File: config.mk
export PLATFORM = sky130hd
export DESIGN_NAME = util_upack2_timestamp_gate
export DESIGN_NICKNAME = d
export VERILOG_FILES = /design/src/rtl/util_upack2_timestamp_gate.sv
export SDC_FILE = /design/constraint.sdc
export NUM_CORES = 1
export LEC_CHECK = 0
export CORE_MARGIN = 4
export CORE_UTILIZATION = 47
export DETAILED_ROUTE_END_ITERATION = 10
export HOLD_SLACK_MARGIN = 0.02
export PLACE_DENSITY_LB_ADDON = 0.2
export SLEW_MARGIN = 20
export SYNTH_ARGS = -nofsm -noshare
export SYNTH_HDL_FRONTEND = slang
export SYNTH_SLANG_ARGS = --single-unit
File: constraint.sdc
create_clock -name dac_clk -period 3.2 [get_ports dac_clk]
set_clock_uncertainty 0.15 [all_clocks]
set_input_delay 0.64 -clock dac_clk [delete_from_list [all_inputs] [get_ports dac_clk]]
set_output_delay 0.64 -clock dac_clk [all_outputs]
set_load 0.03 [all_outputs]
File: src/rtl/util_upack2_timestamp_gate.sv
`default_nettype none
// ============================================================================
// Module   : util_upack2_timestamp_gate
// Brief    : Strips a per-frame timestamp word and releases the frame's data
//            blocks once the local DAC sample time reaches that timestamp.
// Revision : 1.0 - initial release
// ============================================================================
module util_upack2_timestamp_gate #(
    parameter  int NUM_OF_CHANNELS     = 4,
    parameter  int SAMPLES_PER_CHANNEL = 1,
    parameter  int SAMPLE_DATA_WIDTH   = 16,
    localparam int BLOCK_WIDTH         = NUM_OF_CHANNELS * SAMPLES_PER_CHANNEL * SAMPLE_DATA_WIDTH
) (
    input  logic                   dac_clk,
    input  logic                   dac_rst,
    input  logic [63:0]            timestamp,
    input  logic [31:0]            timestamp_every,
    input  logic                   s_axis_valid,
    output logic                   s_axis_ready,
    input  logic [BLOCK_WIDTH-1:0] s_axis_data,
    output logic                   m_axis_valid,
    input  logic                   m_axis_ready,
    output logic [BLOCK_WIDTH-1:0] m_axis_data,
    output logic                   waiting,
    output logic                   late,
    output logic                   underflow
);

    generate
        if (BLOCK_WIDTH < 64) begin : g_width_check
            $error("util_upack2_timestamp_gate: block width must be at least 64 bits");
        end
    endgenerate

    typedef enum logic [1:0] {
        ST_EXPECT_TS = 2'd0,
        ST_WAIT      = 2'd1,
        ST_STREAM    = 2'd2
    } state_t;

    state_t                 r_state;
    state_t                 w_next_state;
    logic [63:0]            r_target;
    logic [31:0]            r_every;
    logic [31:0]            r_cnt;
    logic                   r_live;
    logic                   r_out_valid;
    logic [BLOCK_WIDTH-1:0] r_out_data;
    logic                   r_late;
    logic                   r_underflow;

    logic w_passthru;
    logic w_drainable;
    logic w_ready;
    logic w_accept;
    logic w_capture;
    logic w_load;
    logic w_is_late;
    logic w_last;
    logic w_underflow;

    assign w_passthru  = (r_state == ST_EXPECT_TS) && (timestamp_every == 32'd0);
    assign w_drainable = !r_out_valid || m_axis_ready;
    // r_live holds ready low for the first cycle after reset
    assign s_axis_ready = w_ready && r_live && !dac_rst;
    assign w_accept    = s_axis_valid && s_axis_ready;
    assign w_capture   = w_accept && (r_state == ST_EXPECT_TS) && !w_passthru;
    assign w_load      = w_accept && (w_passthru || (r_state == ST_STREAM));
    assign w_is_late   = s_axis_data[63:0] < timestamp;
    assign w_last      = (r_cnt == (r_every - 32'd1));
    assign w_underflow = (r_state == ST_STREAM) && !r_out_valid && m_axis_ready && !s_axis_valid;

    always_comb begin
        w_next_state = r_state;
        w_ready      = 1'b0;
        case (r_state)
            ST_EXPECT_TS: begin
                w_ready = w_passthru ? w_drainable : 1'b1;
                if (w_capture) begin
                    w_next_state = w_is_late ? ST_STREAM : ST_WAIT;
                end
            end
            ST_WAIT: begin
                if (timestamp >= r_target) begin
                    w_next_state = ST_STREAM;
                end
            end
            ST_STREAM: begin
                w_ready = w_drainable;
                if (w_accept && w_last) begin
                    w_next_state = ST_EXPECT_TS;
                end
            end
            default: w_next_state = ST_EXPECT_TS;
        endcase
    end

    always_ff @(posedge dac_clk) begin
        if (dac_rst) begin
            r_state     <= ST_EXPECT_TS;
            r_target    <= 64'd0;
            r_every     <= 32'd0;
            r_cnt       <= 32'd0;
            r_live      <= 1'b0;
            r_out_valid <= 1'b0;
            r_out_data  <= '0;
            r_late      <= 1'b0;
            r_underflow <= 1'b0;
        end else begin
            r_live      <= 1'b1;
            r_state     <= w_next_state;
            r_late      <= w_capture && w_is_late;
            r_underflow <= w_underflow;
            if (w_capture) begin
                r_target <= s_axis_data[63:0];
                r_every  <= timestamp_every;
            end
            if (w_load && (r_state == ST_STREAM)) begin
                r_cnt <= w_last ? 32'd0 : r_cnt + 32'd1;
            end
            if (w_load) begin
                r_out_valid <= 1'b1;
                r_out_data  <= s_axis_data;
            end else if (m_axis_ready) begin
                r_out_valid <= 1'b0;
            end
        end
    end

    assign m_axis_valid = r_out_valid;
    assign m_axis_data  = r_out_data;
    assign waiting      = (r_state == ST_WAIT);
    assign late         = r_late;
    assign underflow    = r_underflow;

endmodule
`default_nettype wire

==> flow_summary.yaml <==
logic_synthesis:
  synth_top_area_share: 0.3448
  synth_cell_types: 68
  synth_top_family_by_area: "simple AND/OR/NAND/NOR gates"
  synth_edf_count: 0
  yosys_register_bits: 198
  synth_compound_area_frac: 0.1466
  ys.flop_type: "dfxtp_1"
  synth_xor_area_frac: 0.05410
  muxShareOfSynthArea: 0.004681
  ys_top_cells_by_area: "dfxtp_1 34%, ha_1 14%, nand2_1 12%"
  synth_common_cells: "353 x nand2_1, 201 x a21oi_1, 198 x dfxtp_1"
  synth_top_area_cell: "dfxtp_1"
  synth_area_um2: 11490
  yosys_warnings: 0
  synth_nets: 1778
  syn_inst: 1485
  async_flop_share: 0
  synth-seq-area-share: 0.3448
  synth-simple-area-share: 0.2433
  synth_fa_ha_area_frac: 0.1404
  syn_avg_cell_area_um2: 7.741
  yosysMostFrequentCell: "nand2_1"
setup_path:
  crit_fanout: 6
  path_cells: "or4_4 -> nand3b_1 -> nor3_2 -> a21oi_1 -> or4_4 -> nor4_4 -> nand4_4 -> o21ai_4 -> buf_12 -> buf_12 -> nor2_4"
  cp.required_ns: 3.36
  max_stage_delay_ns: 0.55
  r2r_slack_ns: -0.12
  crit_slowest_cell: "or4_4"
  cp.arrival_ns: 3.48
  crit_type: "flop to flop"
  critical-path-top-delay-family: "simple AND/OR/NAND/NOR gates"
  critPathCaptureType: "flop"
  startpoint_type: "flop"
  critPathBufInv: 2
timing:
  period_minus_slack_ns: 3.320
  maxSlewViolCount: 0
  fmax_mhz: 301.2
  slew_headroom: 0.3922
  worstMarginPinSlew_ns: 0.9117
  worst_slack_ns: -0.1203
  finalHoldViolCount: 0
  setup_viol_count_final: 33
  rsz0062_at_grt: "yes"
  period_share: 1.038
  holdWs_ns: 0.3025
global_route:
  antenna_found_initial: 0
  grt_use_total: 0.2482
  grt_pass1_wl_um: 54170
  grt_pass1_vias: 11236
  grt_max_degree: 84
  grt-ovfl-total: 0
pwr:
  power_density_nw_per_um2: 385.3
  vdd_drop_max_mv: 0.2499
  power_leakage_nw: 6.270
cts:
  cts-root-buf: "clkbuf_16"
  numClockSinks: 198
  clk_latency_ns: 0.44
  clk_pin_slew_ns: 0.07
  cts.path.max_buffers: 2
  cts_tree: "done"
  numCtsBuffers: 17
  hold_buffers: 0
  cts-htree-levels: 4
die:
  io_pins: 233
  initial_core_util: 0.4839
  core_region_area_um2: 23750
  row_count: 56
  die_w_um: 164.4
  die-area_um2: 27020
  fp.dieH_um: 164.4
detailed_routing:
  drc: 0
  viasPerCell: 5.224
  dr.pass1.iters: 4
  wl_per_cell_um: 16.00
  wl_um: 34300
  ant_nets: 0
  drt_iter0_drc: 562
  vias: 11195
placement:
  hpwl_um: 25670
  io_buffers: 232
  gp_congestion: 0.9089
cells_and_area:
  fin_util: 0.6745
  nFillCells: 2000
  syn_to_final_growth_pct: 39.37
  fin_nets: 2104
  layout-drive-gt1-share: 0.1321
  diodes: 0
job:
  maxCapViolCount: 0
outcome:
  violations: "negative setup slack"
  status: "complete, but fails checks"
hold_path:
  hold_class: "flop to flop"
## registers in the layout, summed over array words and instances (netlist names)
| name | cells |
|---|---|
| r_state | 2 |
| r_target | 64 |
| m_axis_data | 64 |
| r_every | 32 |
| r_live | 1 |
| r_cnt | 32 |
| underflow | 1 |
| late | 1 |
| m_axis_valid | 1 |
## cells by family (layout without fill, tap and decap cells)
group / after synthesis / count (layout)
simple gates: 594 / 594
compound gates: 294 / 294
flops: 198 / 198
buf+inv: 194 / 533
fa+ha+maj: 129 / 129
xor+xnor: 71 / 71
mux: 5 / 5
## per-layer routing
layer | global-route usage | routed length [um]
met1 | 0.3001 | 14560
met2 | 0.4308 | 16810
met3 | 0.05965 | 1933
met4 | 0.08847 | 993
met5 | 0 | 0
## what timing repair did
| action | 4_1_cts | 5_1_grt |
|---|---|---|
| resized for setup | 13 | 42 |
| pin swaps | 17 | 27 |
| buffers inserted | 6 | 3 |
| setup endpoints to repair | 32 | 36 |
| cloned | 2 | 1 |
## final timing paths
path | end | cells past startpoint | startpoint
max | r_cnt[23]$_SDFFE_PP0P_ | 11 | r_every[16]$_SDFFE_PP0P_
min | r_target[37]$_SDFFE_PP0P_ | 2 | r_target[37]$_SDFFE_PP0P_
max reg2reg | r_cnt[23]$_SDFFE_PP0P_ | 11 | r_every[16]$_SDFFE_PP0P_
min reg2reg | r_target[37]$_SDFFE_PP0P_ | 2 | r_target[37]$_SDFFE_PP0P_
## stage by stage
| step | setup TNS [ns] | total power [mW] | area (um2) | setup slack [ns] | std cells |
|---|---|---|---|---|---|
| after global placement | -4.769 | 3.808 | 15000 | -0.3602 | 2099 |
| final | -2.761 | 6.172 | 16020 | -0.1203 | 2143 |
| after global routing | -5.266 | 6.459 | 16020 | -0.1954 | 2143 |
| after detailed placement | -7.042 | 3.834 | 15000 | -0.4114 | 2099 |
| after CTS | -1.813 | 6.157 | 15780 | -0.07050 | 2139 |
| after floorplan | 0 | 3.234 | 11490 | 0.1380 | 1485 |
## worst register-to-register path: cells and delay by family, from the launching register on
family,cells,cell delay (ns)
AND/OR/NAND/NOR,7,2.10
buffers and inverters,2,0.29
AO/OA/AOI/OAI,2,0.36
flip-flops,1,0.31
## power by group
group          switching [mW]  internal, mW  leakage (nW)  total (mW)
sequential             0.0382          2.52          1.60        2.56
clock                    1.02          1.29         0.306        2.31
combinational           0.638         0.667          4.36        1.30
## layout make-up
| type | instances | area, um2 | share of cell area |
|---|---|---|---|
| well taps | 319 | 399.1 | 0.02491 |
| repair buffers | 366 | 3532 | 0.2205 |
| flip-flops and latches | 198 | 3974 | 0.2480 |
| clock inverters | 13 | 167.7 | 0.01047 |
| clock buffers | 19 | 452.9 | 0.02827 |
| inverters | 135 | 506.7 | 0.03163 |
| multi-input cells | 1093 | 6988 | 0.4362 |
## placed cells by master, fill, tap and decap left out, types with 5 or more instances in the layout
master	n
nand2_1	353
clkdlybuf4s50_1	230
a21oi_1	201
dfxtp_1	194
inv_1	135
ha_1	128
buf_4	117
nor2_1	45
xnor2_1	41
nand4_1	38
xor2_1	30
o21ai_0	22
nor2_2	19
a21o_1	18
nand3_1	18
clkbuf_16	18
nor2b_1	15
nor4_1	14
nor2_4	13
nor3_1	13
buf_12	10
and3_1	8
nand2b_1	7
a2111oi_0	6
a31oi_1	6
and4_1	5
o211ai_1	5
buf_6	5
(Power assumes the default switching activity.)
